**src/rtl/axi_pwm_bank.sv**
```systemverilog
`default_nettype none
// ============================================================================
//  Module   : axi_pwm_bank
//  Purpose  : AXI4-Lite controlled bank of edge-aligned PWM outputs sharing
//             one period counter. The period and the prescaler are
//             programmable. Each channel has its own output enable. Duty and
//             period writes land in shadow registers and are copied to the
//             active set at counter wrap, so an output never glitches mid-period.
//  Ports    : S_AXI_ACLK / S_AXI_ARESETN  - clock, synchronous active-low reset
//             S_AXI_AW* / W* / B*         - AXI4-Lite write address/data/resp
//             S_AXI_AR* / R*              - AXI4-Lite read address/data
//             PWM[C_NUM_PWM]              - registered PWM outputs
//             PWM_OEB[C_NUM_PWM]          - active-low output enables
//  Register map (byte offsets):
//             0x000 ID     RO  0x5057_4D02
//             0x004 CTRL   RW  [0] ENABLE, [15:8] PRESCALE
//             0x008 PERIOD RW  shadow period (reads return shadow)
//             0x00C COUNT  RO  current counter value
//             0x100+4n DUTYn RW [W-1:0] duty shadow, [31] OE (immediate)
//  Revision : 1.0  initial release
// ============================================================================
module axi_pwm_bank #(
    parameter int C_NUM_PWM    = 1,
    parameter int C_PWM_WIDTH  = 24,
    parameter int C_ADDR_WIDTH = 10
) (
    input  logic                    S_AXI_ACLK,
    input  logic                    S_AXI_ARESETN,
    input  logic [C_ADDR_WIDTH-1:0] S_AXI_AWADDR,
    input  logic                    S_AXI_AWVALID,
    output logic                    S_AXI_AWREADY,
    input  logic [31:0]             S_AXI_WDATA,
    input  logic                    S_AXI_WVALID,
    output logic                    S_AXI_WREADY,
    output logic [1:0]              S_AXI_BRESP,
    output logic                    S_AXI_BVALID,
    input  logic                    S_AXI_BREADY,
    input  logic [C_ADDR_WIDTH-1:0] S_AXI_ARADDR,
    input  logic                    S_AXI_ARVALID,
    output logic                    S_AXI_ARREADY,
    output logic [31:0]             S_AXI_RDATA,
    output logic [1:0]              S_AXI_RRESP,
    output logic                    S_AXI_RVALID,
    input  logic                    S_AXI_RREADY,
    output logic [C_NUM_PWM-1:0]    PWM,
    output logic [C_NUM_PWM-1:0]    PWM_OEB
);

    localparam int          c_W           = C_PWM_WIDTH;
    localparam logic [31:0] c_ID          = 32'h5057_4D02;
    localparam logic [29:0] c_WORD_ID     = 30'h000;
    localparam logic [29:0] c_WORD_CTRL   = 30'h001;
    localparam logic [29:0] c_WORD_PERIOD = 30'h002;
    localparam logic [29:0] c_WORD_COUNT  = 30'h003;
    localparam logic [29:0] c_WORD_DUTY0  = 30'h040;

    logic clk;
    assign clk = S_AXI_ACLK;

    // ------------------------------------------------------------------
    // State
    // ------------------------------------------------------------------
    logic                              awready_q, awready_d;
    logic                              bvalid_q,  bvalid_d;
    logic                              arready_q, arready_d;
    logic                              rvalid_q,  rvalid_d;
    logic [31:0]                       rdata_q,   rdata_d;

    logic                              ctrl_en_q,    ctrl_en_d;
    logic [7:0]                        prescale_q,   prescale_d;
    logic [c_W-1:0]                    period_sh_q,  period_sh_d;
    logic [c_W-1:0]                    period_act_q, period_act_d;
    logic [C_NUM_PWM-1:0][c_W-1:0]     duty_sh_q,    duty_sh_d;
    logic [C_NUM_PWM-1:0][c_W-1:0]     duty_act_q,   duty_act_d;
    logic [C_NUM_PWM-1:0]              oe_q,         oe_d;
    logic [c_W-1:0]                    counter_q,    counter_d;
    logic [7:0]                        pscnt_q,      pscnt_d;
    logic [C_NUM_PWM-1:0]              pwm_q,        pwm_d;
    logic [C_NUM_PWM-1:0]              oeb_q,        oeb_d;

    // ------------------------------------------------------------------
    // Combinational helpers
    // ------------------------------------------------------------------
    logic        w_wr_fire;
    logic        w_rd_fire;
    logic        w_ctrl_wr;
    logic        w_tick;
    logic        w_wrap;
    logic [29:0] w_wr_word;
    logic [29:0] w_rd_word;
    logic [31:0] w_rd_val;
    logic        w_unused;

    // Byte address to word index; the two low address bits are ignored.
    assign w_wr_word = 30'(S_AXI_AWADDR >> 2);
    assign w_rd_word = 30'(S_AXI_ARADDR >> 2);

    // Only part of the write data word is meaningful for any register.
    assign w_unused = ^S_AXI_WDATA;

    // The ready pulse is only raised when both AW and W are valid, and the
    // master holds them until it sees ready, so the edge on which ready is
    // high is the edge on which the register is written.
    assign w_wr_fire = awready_q & S_AXI_AWVALID & S_AXI_WVALID;
    assign w_rd_fire = arready_q & S_AXI_ARVALID;

    assign w_tick = (pscnt_q == prescale_q);

    // ------------------------------------------------------------------
    // AXI handshake next-state
    // ------------------------------------------------------------------
    always_comb begin
        awready_d = S_AXI_AWVALID & S_AXI_WVALID & ~bvalid_q & ~awready_q;

        bvalid_d = bvalid_q;
        if (bvalid_q && S_AXI_BREADY) begin
            bvalid_d = 1'b0;
        end
        if (w_wr_fire) begin
            bvalid_d = 1'b1;
        end

        arready_d = S_AXI_ARVALID & ~rvalid_q & ~arready_q;

        rvalid_d = rvalid_q;
        rdata_d  = rdata_q;
        if (rvalid_q && S_AXI_RREADY) begin
            rvalid_d = 1'b0;
        end
        if (w_rd_fire) begin
            rvalid_d = 1'b1;
            rdata_d  = w_rd_val;
        end
    end

    // ------------------------------------------------------------------
    // Read mux (register state before any same-edge write)
    // ------------------------------------------------------------------
    always_comb begin
        w_rd_val = '0;
        if (w_rd_word == c_WORD_ID) begin
            w_rd_val = c_ID;
        end else if (w_rd_word == c_WORD_CTRL) begin
            w_rd_val[0]    = ctrl_en_q;
            w_rd_val[15:8] = prescale_q;
        end else if (w_rd_word == c_WORD_PERIOD) begin
            w_rd_val[c_W-1:0] = period_sh_q;
        end else if (w_rd_word == c_WORD_COUNT) begin
            w_rd_val[c_W-1:0] = counter_q;
        end
        for (int n = 0; n < C_NUM_PWM; n++) begin
            if (w_rd_word == c_WORD_DUTY0 + 30'(n)) begin
                w_rd_val[c_W-1:0] = duty_sh_q[n];
                w_rd_val[31]      = oe_q[n];
            end
        end
    end

    // ------------------------------------------------------------------
    // Register file writes
    // ------------------------------------------------------------------
    always_comb begin
        ctrl_en_d   = ctrl_en_q;
        prescale_d  = prescale_q;
        period_sh_d = period_sh_q;
        duty_sh_d   = duty_sh_q;
        oe_d        = oe_q;
        w_ctrl_wr   = 1'b0;
        if (w_wr_fire) begin
            if (w_wr_word == c_WORD_CTRL) begin
                ctrl_en_d  = S_AXI_WDATA[0];
                prescale_d = S_AXI_WDATA[15:8];
                w_ctrl_wr  = 1'b1;
            end else if (w_wr_word == c_WORD_PERIOD) begin
                period_sh_d = S_AXI_WDATA[c_W-1:0];
            end
            for (int n = 0; n < C_NUM_PWM; n++) begin
                if (w_wr_word == c_WORD_DUTY0 + 30'(n)) begin
                    duty_sh_d[n] = S_AXI_WDATA[c_W-1:0];
                    oe_d[n]      = S_AXI_WDATA[31];
                end
            end
        end
    end

    // ------------------------------------------------------------------
    // Prescaler, period counter and shadow transfer
    // ------------------------------------------------------------------
    always_comb begin
        pscnt_d   = pscnt_q;
        counter_d = counter_q;
        w_wrap    = 1'b0;
        if (!ctrl_en_q) begin
            pscnt_d   = '0;
            counter_d = '0;
        end else begin
            pscnt_d = w_tick ? 8'd0 : pscnt_q + 8'd1;
            if (w_tick) begin
                if (counter_q == period_act_q) begin
                    counter_d = '0;
                    w_wrap    = 1'b1;
                end else begin
                    counter_d = counter_q + c_W'(1);
                end
            end
        end
        // A new PRESCALE value must not be compared against a stale count.
        if (w_ctrl_wr) begin
            pscnt_d = '0;
        end
    end

    // The active set is loaded from the *next* shadow value so a write on
    // the wrap edge is captured by that same wrap.
    always_comb begin
        period_act_d = period_act_q;
        duty_act_d   = duty_act_q;
        if (!ctrl_en_q || w_wrap) begin
            period_act_d = period_sh_d;
            duty_act_d   = duty_sh_d;
        end
    end

    // ------------------------------------------------------------------
    // Outputs: one registered stage after the counter / OE register
    // ------------------------------------------------------------------
    always_comb begin
        for (int n = 0; n < C_NUM_PWM; n++) begin
            pwm_d[n] = ctrl_en_q & (counter_q < duty_act_q[n]);
        end
        oeb_d = ~oe_q;
    end

    // ------------------------------------------------------------------
    // State register
    // ------------------------------------------------------------------
    always_ff @(posedge clk) begin
        if (!S_AXI_ARESETN) begin
            awready_q    <= 1'b0;
            bvalid_q     <= 1'b0;
            arready_q    <= 1'b0;
            rvalid_q     <= 1'b0;
            rdata_q      <= '0;
            ctrl_en_q    <= 1'b0;
            prescale_q   <= '0;
            period_sh_q  <= '1;
            period_act_q <= '1;
            duty_sh_q    <= '0;
            duty_act_q   <= '0;
            oe_q         <= '0;
            counter_q    <= '0;
            pscnt_q      <= '0;
            pwm_q        <= '0;
            oeb_q        <= '1;
        end else begin
            awready_q    <= awready_d;
            bvalid_q     <= bvalid_d;
            arready_q    <= arready_d;
            rvalid_q     <= rvalid_d;
            rdata_q      <= rdata_d;
            ctrl_en_q    <= ctrl_en_d;
            prescale_q   <= prescale_d;
            period_sh_q  <= period_sh_d;
            period_act_q <= period_act_d;
            duty_sh_q    <= duty_sh_d;
            duty_act_q   <= duty_act_d;
            oe_q         <= oe_d;
            counter_q    <= counter_d;
            pscnt_q      <= pscnt_d;
            pwm_q        <= pwm_d;
            oeb_q        <= oeb_d;
        end
    end

    assign S_AXI_AWREADY = awready_q;
    assign S_AXI_WREADY  = awready_q;
    assign S_AXI_BVALID  = bvalid_q;
    assign S_AXI_BRESP   = 2'b00;
    assign S_AXI_ARREADY = arready_q;
    assign S_AXI_RVALID  = rvalid_q;
    assign S_AXI_RDATA   = rdata_q;
    assign S_AXI_RRESP   = 2'b00;
    assign PWM           = pwm_q;
    assign PWM_OEB       = oeb_q;

endmodule
`default_nettype wire

```
**config.mk**
```make
export PLATFORM = sky130hd
export DESIGN_NAME = axi_pwm_bank
export DESIGN_NICKNAME = d
export VERILOG_FILES = /design/src/rtl/axi_pwm_bank.sv
export SDC_FILE = /design/constraint.sdc
export NUM_CORES = 1
export LEC_CHECK = 0
export CAP_MARGIN = 20
export CORE_MARGIN = 3
export CORE_UTILIZATION = 50
export DETAILED_ROUTE_END_ITERATION = 8
export PLACE_DENSITY = 0.8
export SLEW_MARGIN = 5
export SYNTH_ARGS = -nofsm -noshare
export SYNTH_HDL_FRONTEND = slang
export SYNTH_SLANG_ARGS = --single-unit
```
**constraint.sdc**
```tcl
create_clock -name S_AXI_ACLK -period 3.4 [get_ports S_AXI_ACLK]
set_input_delay 1.02 -clock S_AXI_ACLK [delete_from_list [all_inputs] [get_ports S_AXI_ACLK]]
set_output_delay 1.02 -clock S_AXI_ACLK [all_outputs]
set_load 0.03 [all_outputs]
```
After elaboration in Yosys (flattened, before gate mapping)
Cells that the tools add are included.
{ "op_classes": {"n_addsub": 2, "order_cmp": 1, "mux": 25, "reduce_logical": 11, "bitwise_logic": 16, "n_eq_ne": 9} }
{ "op_table": {"columns": ["op", "count"], "rows": [
  ["24-bit two-way mux", 10],
  ["30-bit logical NOT", 1],
  ["24-bit by 1-bit adder with 24-bit output (second input constant)", 1],
  ["24-bit == test", 1],
  ["8-bit by 2-bit == test with 1-bit output (second input constant)", 3],
  ["24-bit less-than comparator", 1],
  ["8-bit by 1-bit == test with 1-bit output (second input constant)", 2],
  ["8-bit by 7-bit == test with 1-bit output (second input constant)", 2],
  ["8-bit two-way mux", 2],
  ["7-bit two-way mux", 2],
  ["1-bit two-way mux", 11],
  ["1-bit AND", 9],
  ["8-bit by 1-bit adder with 8-bit output (second input constant)", 1],
  ["8-bit == test", 1],
  ["1-bit inverter", 7],
  ["2-bit AND reduction", 3],
  ["2-bit nonzero test", 2],
  ["4-bit OR reduction", 1],
  ["1-bit logical AND", 2],
  ["1-bit logical NOT", 1],
  ["1-bit logical OR", 1]
]} }
{ "totals": {"register_bits": 176, "output_inout_bits": 43, "elab_cells": 80} }

Longest topological paths before layout
{ "depth": {"ltp_word": 6, "depth_mapped": 9} }

Worst setup path after synthesis
Ideal clock, no wire load.
{ "synth_path": {"path_type": "input-to-reg", "start": "input port S_AXI_ARADDR[5]", "end": "register rdata_q[10], in the netlist S_AXI_RDATA[10]", "t_arrival_ns": 2.684, "n_path_buf": 2, "setup_time_ns": 0.121, "path_stages": 7, "slack_ns": 0.594, "path_cell_list": "or4_4 -> or4_1 -> buf_2 -> or2_0 -> buf_6 -> o221ai_1 -> a21boi_1"} }
{ "synth_via": {"elab_chain_cells": 6} }
{ "synth_rtl": {"columns": ["element", "line", "rtl"], "rows": [
  ["from (decl)", "38", "input logic [C_ADDR_WIDTH-1:0] S_AXI_ARADDR,"],
  ["8-bit by 2-bit == test with 1-bit output", "148", "end else if (w_rd_word == c_WORD_COUNT) begin"],
  ["24-bit two-way mux", "148", null],
  ["24-bit two-way mux", "146", "end else if (w_rd_word == c_WORD_PERIOD) begin"],
  ["8-bit two-way mux", "143", "end else if (w_rd_word == c_WORD_CTRL) begin"],
  ["24-bit two-way mux", "141", "if (w_rd_word == c_WORD_ID) begin"],
  ["24-bit two-way mux *", "152", "if (w_rd_word == c_WORD_DUTY0 + 30'(n)) begin"],
  ["to (signal assigned)", "260", "rdata_q <= rdata_d;"],
  ["to (decl)", "67", "logic [31:0] rdata_q, rdata_d;"]
]} }
Every way passes the cells marked *; elsewhere a longest branch is shown, timed or not.
A chain may end at the register's enable or synchronous reset.

Worst setup path after layout
{ "layout_path": {"start": "input port S_AXI_ARADDR[5]", "end": "register rdata_q[2], in the netlist S_AXI_RDATA[2]"} }
{ "layout_via": {"elab_chain_cells": 6} }
{ "layout_rtl": {"columns": ["element", "line"], "rows": [
  ["8-bit by 2-bit == test with 1-bit output", "148"],
  ["24-bit two-way mux", "148"],
  ["24-bit two-way mux", "146"],
  ["7-bit two-way mux", "143"],
  ["24-bit two-way mux", "141"],
  ["24-bit two-way mux *", "152"]
]} }
Marked as above.

==> results.md <==
* Final count of negative-setup-slack endpoints at 0
* Diodes inserted at 0
* 1st-iter DRT viols at 621
* Max FO, Critical Path at 8
* WS Path Type: in -> reg
* Die Area at 16640 sq um
* Vias/cell at 5.870
* Critical Path AT at 3.29 ns
* Post-synth EDFFs at 0
* Post-synthesis compound-gate area fraction at 0.1668
* Status: completed
* Total gr overflow at 0
* Commonest non-fill, non-tap cell in the layout: dfxtp_1
* CP dominant cell by count: buf_4
* Post-synthesis instance total at 849
* Largest net degree at the start of global routing at 67
* Critical Path RT at 3.76 ns
* Antenna-violating nets left at 0
* F_max at 341.2 MHz
* Vias in the first global route at 6207
* Share of layout cells above drive strength 1 at 0.06997
* Skew final at 0.007756 ns
* Synth Area per Inst at 8.907 sq um
* R2R Path End: period_act_q[15]
* Sink Count at 170
* IO Pins at 102
* Pre-CTS setup slack at 0.06080 ns
* Critical hold path startpoint: oe_q
* Synth Area in XOR/XNOR at 0.06138
* Fillers at 1181
* CP max stage cell: or4_4
* Seq cells post-synth at 170
* Clk buf depth at 2
* Routed WL per cell at 18.05 um
* Post-layout min period at 2.931 ns
* CP max stage delay at 0.55 ns
* Initial core utilization at 0.5164
* CTS tree: yes
* DP HPWL at 13.83 mm
* Row Count at 44
* Register area at 3403 sq um
* GP Congestion at 0.8951
* Area Growth Syn to Fin at 21.66%
* Prevailing post-synth register cell: dfxtp_1
* RSZ-0062 raised after global routing: no
* Skew-Pair Late Insertion Delay at 0.43 ns
* Post-CTS Resized at 0
* CP startpoint: S_AXI_ARADDR[5]
* Worst Hold Class: reg -> reg
* Drt pass-1 iters at 7
* Largest family of logic cells by synthesized area: simple AND/OR/NAND/NOR gates
* Worst vdd ir at 0.0004232 V
* Die Height at 129.0 um
* Hold-fix buffers, CTS at 0
* Area of the mapped netlist at 7562 sq um
* Synth unique cells at 52
* Final Util at 0.6282
* Adder-Cell Fraction of Synth Area at 0.04136
* Flop-to-flop setup slack at 0.81 ns
* Worst slew pin tran at 0.7641 ns
* Tot Pwr at 4264 uW
* Post-synth ARST share at 0
* Die width at 129.0 um
* Critical path cell sequence: clkdlybuf4s50_1 -> or4_4 -> nor3_2 -> buf_4 -> nand2_1 -> nor2_1 -> buf_4 -> a222oi_1 -> a21oi_1
* Setup Buffers After CTS at 0
* Fin. Hold Viols at 0
* Total track usage at 0.2443
* Crit end category: flop
* Core area at 14640 sq um
* Final period utilization at 0.8620
* H-tree levels at 4
* Hold depth at 1
* Syn. warnings at 0
* TNS Setup at 0 ns
* Final worst slack at 0.4691 ns
* CTS root buf: clkbuf_16
* Leakage at 0.003710 uW
* Pwr Density at 463.5 nW/um^2
* Initial antenna violation count at 0
* WL final at 20.09 mm
* Post-synthesis mux area share at 0.02995
* Worst path bufs/invs at 3
* Buffers added on ports at 81
* Max Cap Violations at 0
* Worst reg2reg path depth at 7
* Most frequent cells in the layout: 170 x dfxtp_1, 103 x nand2_1, 80 x clkdlybuf4s50_1
* DRC Markers at 0
* Sequential share of the synthesized area at 0.4500
* CTS buffer count at 17
* Cell family with most CP delay: simple AND/OR/NAND/NOR gates
* Pins Over Slew Limit at 0
* Relative slew slack at 0.4859
* Worst reg2reg startpoint: pscnt_q[0]
* Hold Path Sink: PWM_OEB
* Post-synthesis simple-gate area fraction at 0.1928
* Worst setup SP type: primary input
* Nets@finish at 1000
* First-pass GRT wire length at 31.83 mm
* Area taken by multi-input logic gates at 3759 sq um
* Clock slew at reported path FFs at 0.06 ns
* Vias at 6533
## synthesized netlist by cell type, drive strengths merged (4+ instances only)
library cell / count / area, sq um
nand2b: 7 / 43.79
a21boi: 13 / 97.59
nor3: 8 / 45.04
a22o: 27 / 236.5
and2: 6 / 37.54
o211ai: 8 / 60.06
buf: 29 / 172.7
and3: 9 / 56.30
a222oi: 9 / 90.09
or3: 7 / 43.79
nor2b: 13 / 81.33
nand2: 103 / 386.6
a221oi: 4 / 35.03
dfxtp: 170 / 3403
xnor2: 21 / 183.9
nand3: 71 / 355.3
a21oi: 30 / 150.1
inv: 30 / 112.6
a2bb2oi: 24 / 210.2
nand4: 16 / 100.1
nor2: 37 / 146.4
xor2: 32 / 280.3
mux2i: 17 / 170.2
mux2: 5 / 56.30
o21ai: 51 / 255.2
clkbuf: 39 / 147.6
ha: 25 / 312.8
nor4: 7 / 43.79
o221ai: 4 / 35.03
## layout make-up
| cell class | instances | share of cell area |
|---|---|---|
| timing repair buffer | 108 | 0.1167 |
| sequential | 170 | 0.3699 |
| clock inverter | 8 | 0.01523 |
| inverter | 30 | 0.01224 |
| tap | 184 | 0.02502 |
| multi-input combinational | 589 | 0.4085 |
| clock buffer | 24 | 0.05236 |
## flip-flops by register name, indices dropped and copies added (netlist names)
name,cells
oe_q,1
S_AXI_ARREADY,1
S_AXI_RVALID,1
pscnt_q,8
S_AXI_AWREADY,1
duty_sh_q,24
period_act_q,24
period_sh_q,24
counter_q,24
prescale_q,8
S_AXI_RDATA,26
S_AXI_BVALID,1
PWM,1
ctrl_en_q,1
duty_act_q,24
PWM_OEB,1
## through the flow
stage | cell area [sq um] | hold slack [ns] | instances
2_1_floorplan | 7592 | 0.3709 | 857
3_3_place_gp | 8578 | 0.3851 | 1081
3_5_place_dp | 8578 | 0.3866 | 1081
4_1_cts | 9200 | 0.4018 | 1113
5_1_grt | 9200 | 0.4166 | 1113
6_report | 9200 | 0.4001 | 1113
## per-layer routing
metal	vias up	track usage	wire [um]
met5	-	0	0
met4	0	0.1025	642
met1	3126	0.3169	8683
met3	43	0.05147	1375
met2	245	0.3960	9393
li1	3119	-	-
## how the worst max path moves through the flow
stage,end,cells after the start,slack (ns)
final,S_AXI_RDATA[2],9,0.47
after global routing,S_AXI_RDATA[3],9,0.38
after CTS,S_AXI_RDATA[2],9,0.49
after detailed placement,S_AXI_RDATA[4],9,0.06
after global placement,S_AXI_RDATA[4],9,0.10
after floorplan,S_AXI_RDATA[10],7,0.59
## cells by family (layout without fill, tap and decap cells)
| kind of cell | count (synthesis) | in the layout |
|---|---|---|
| AOI/OAI and AO/OA | 182 | 182 |
| xor gates and xnor gates | 53 | 53 |
| adders and majority gates | 25 | 25 |
| buffers and inverters | 98 | 170 |
| DFF | 170 | 170 |
| muxes | 22 | 22 |
| other | 1 | 9 |
| and+or+nand+nor | 298 | 298 |
## report_power, final
part	switching, uW	internal (uW)
combinational	113	96.8
clock	763	1280
sequential	6.04	2000
total	882	3380
Note: power is estimated with default switching activity, not from simulation.
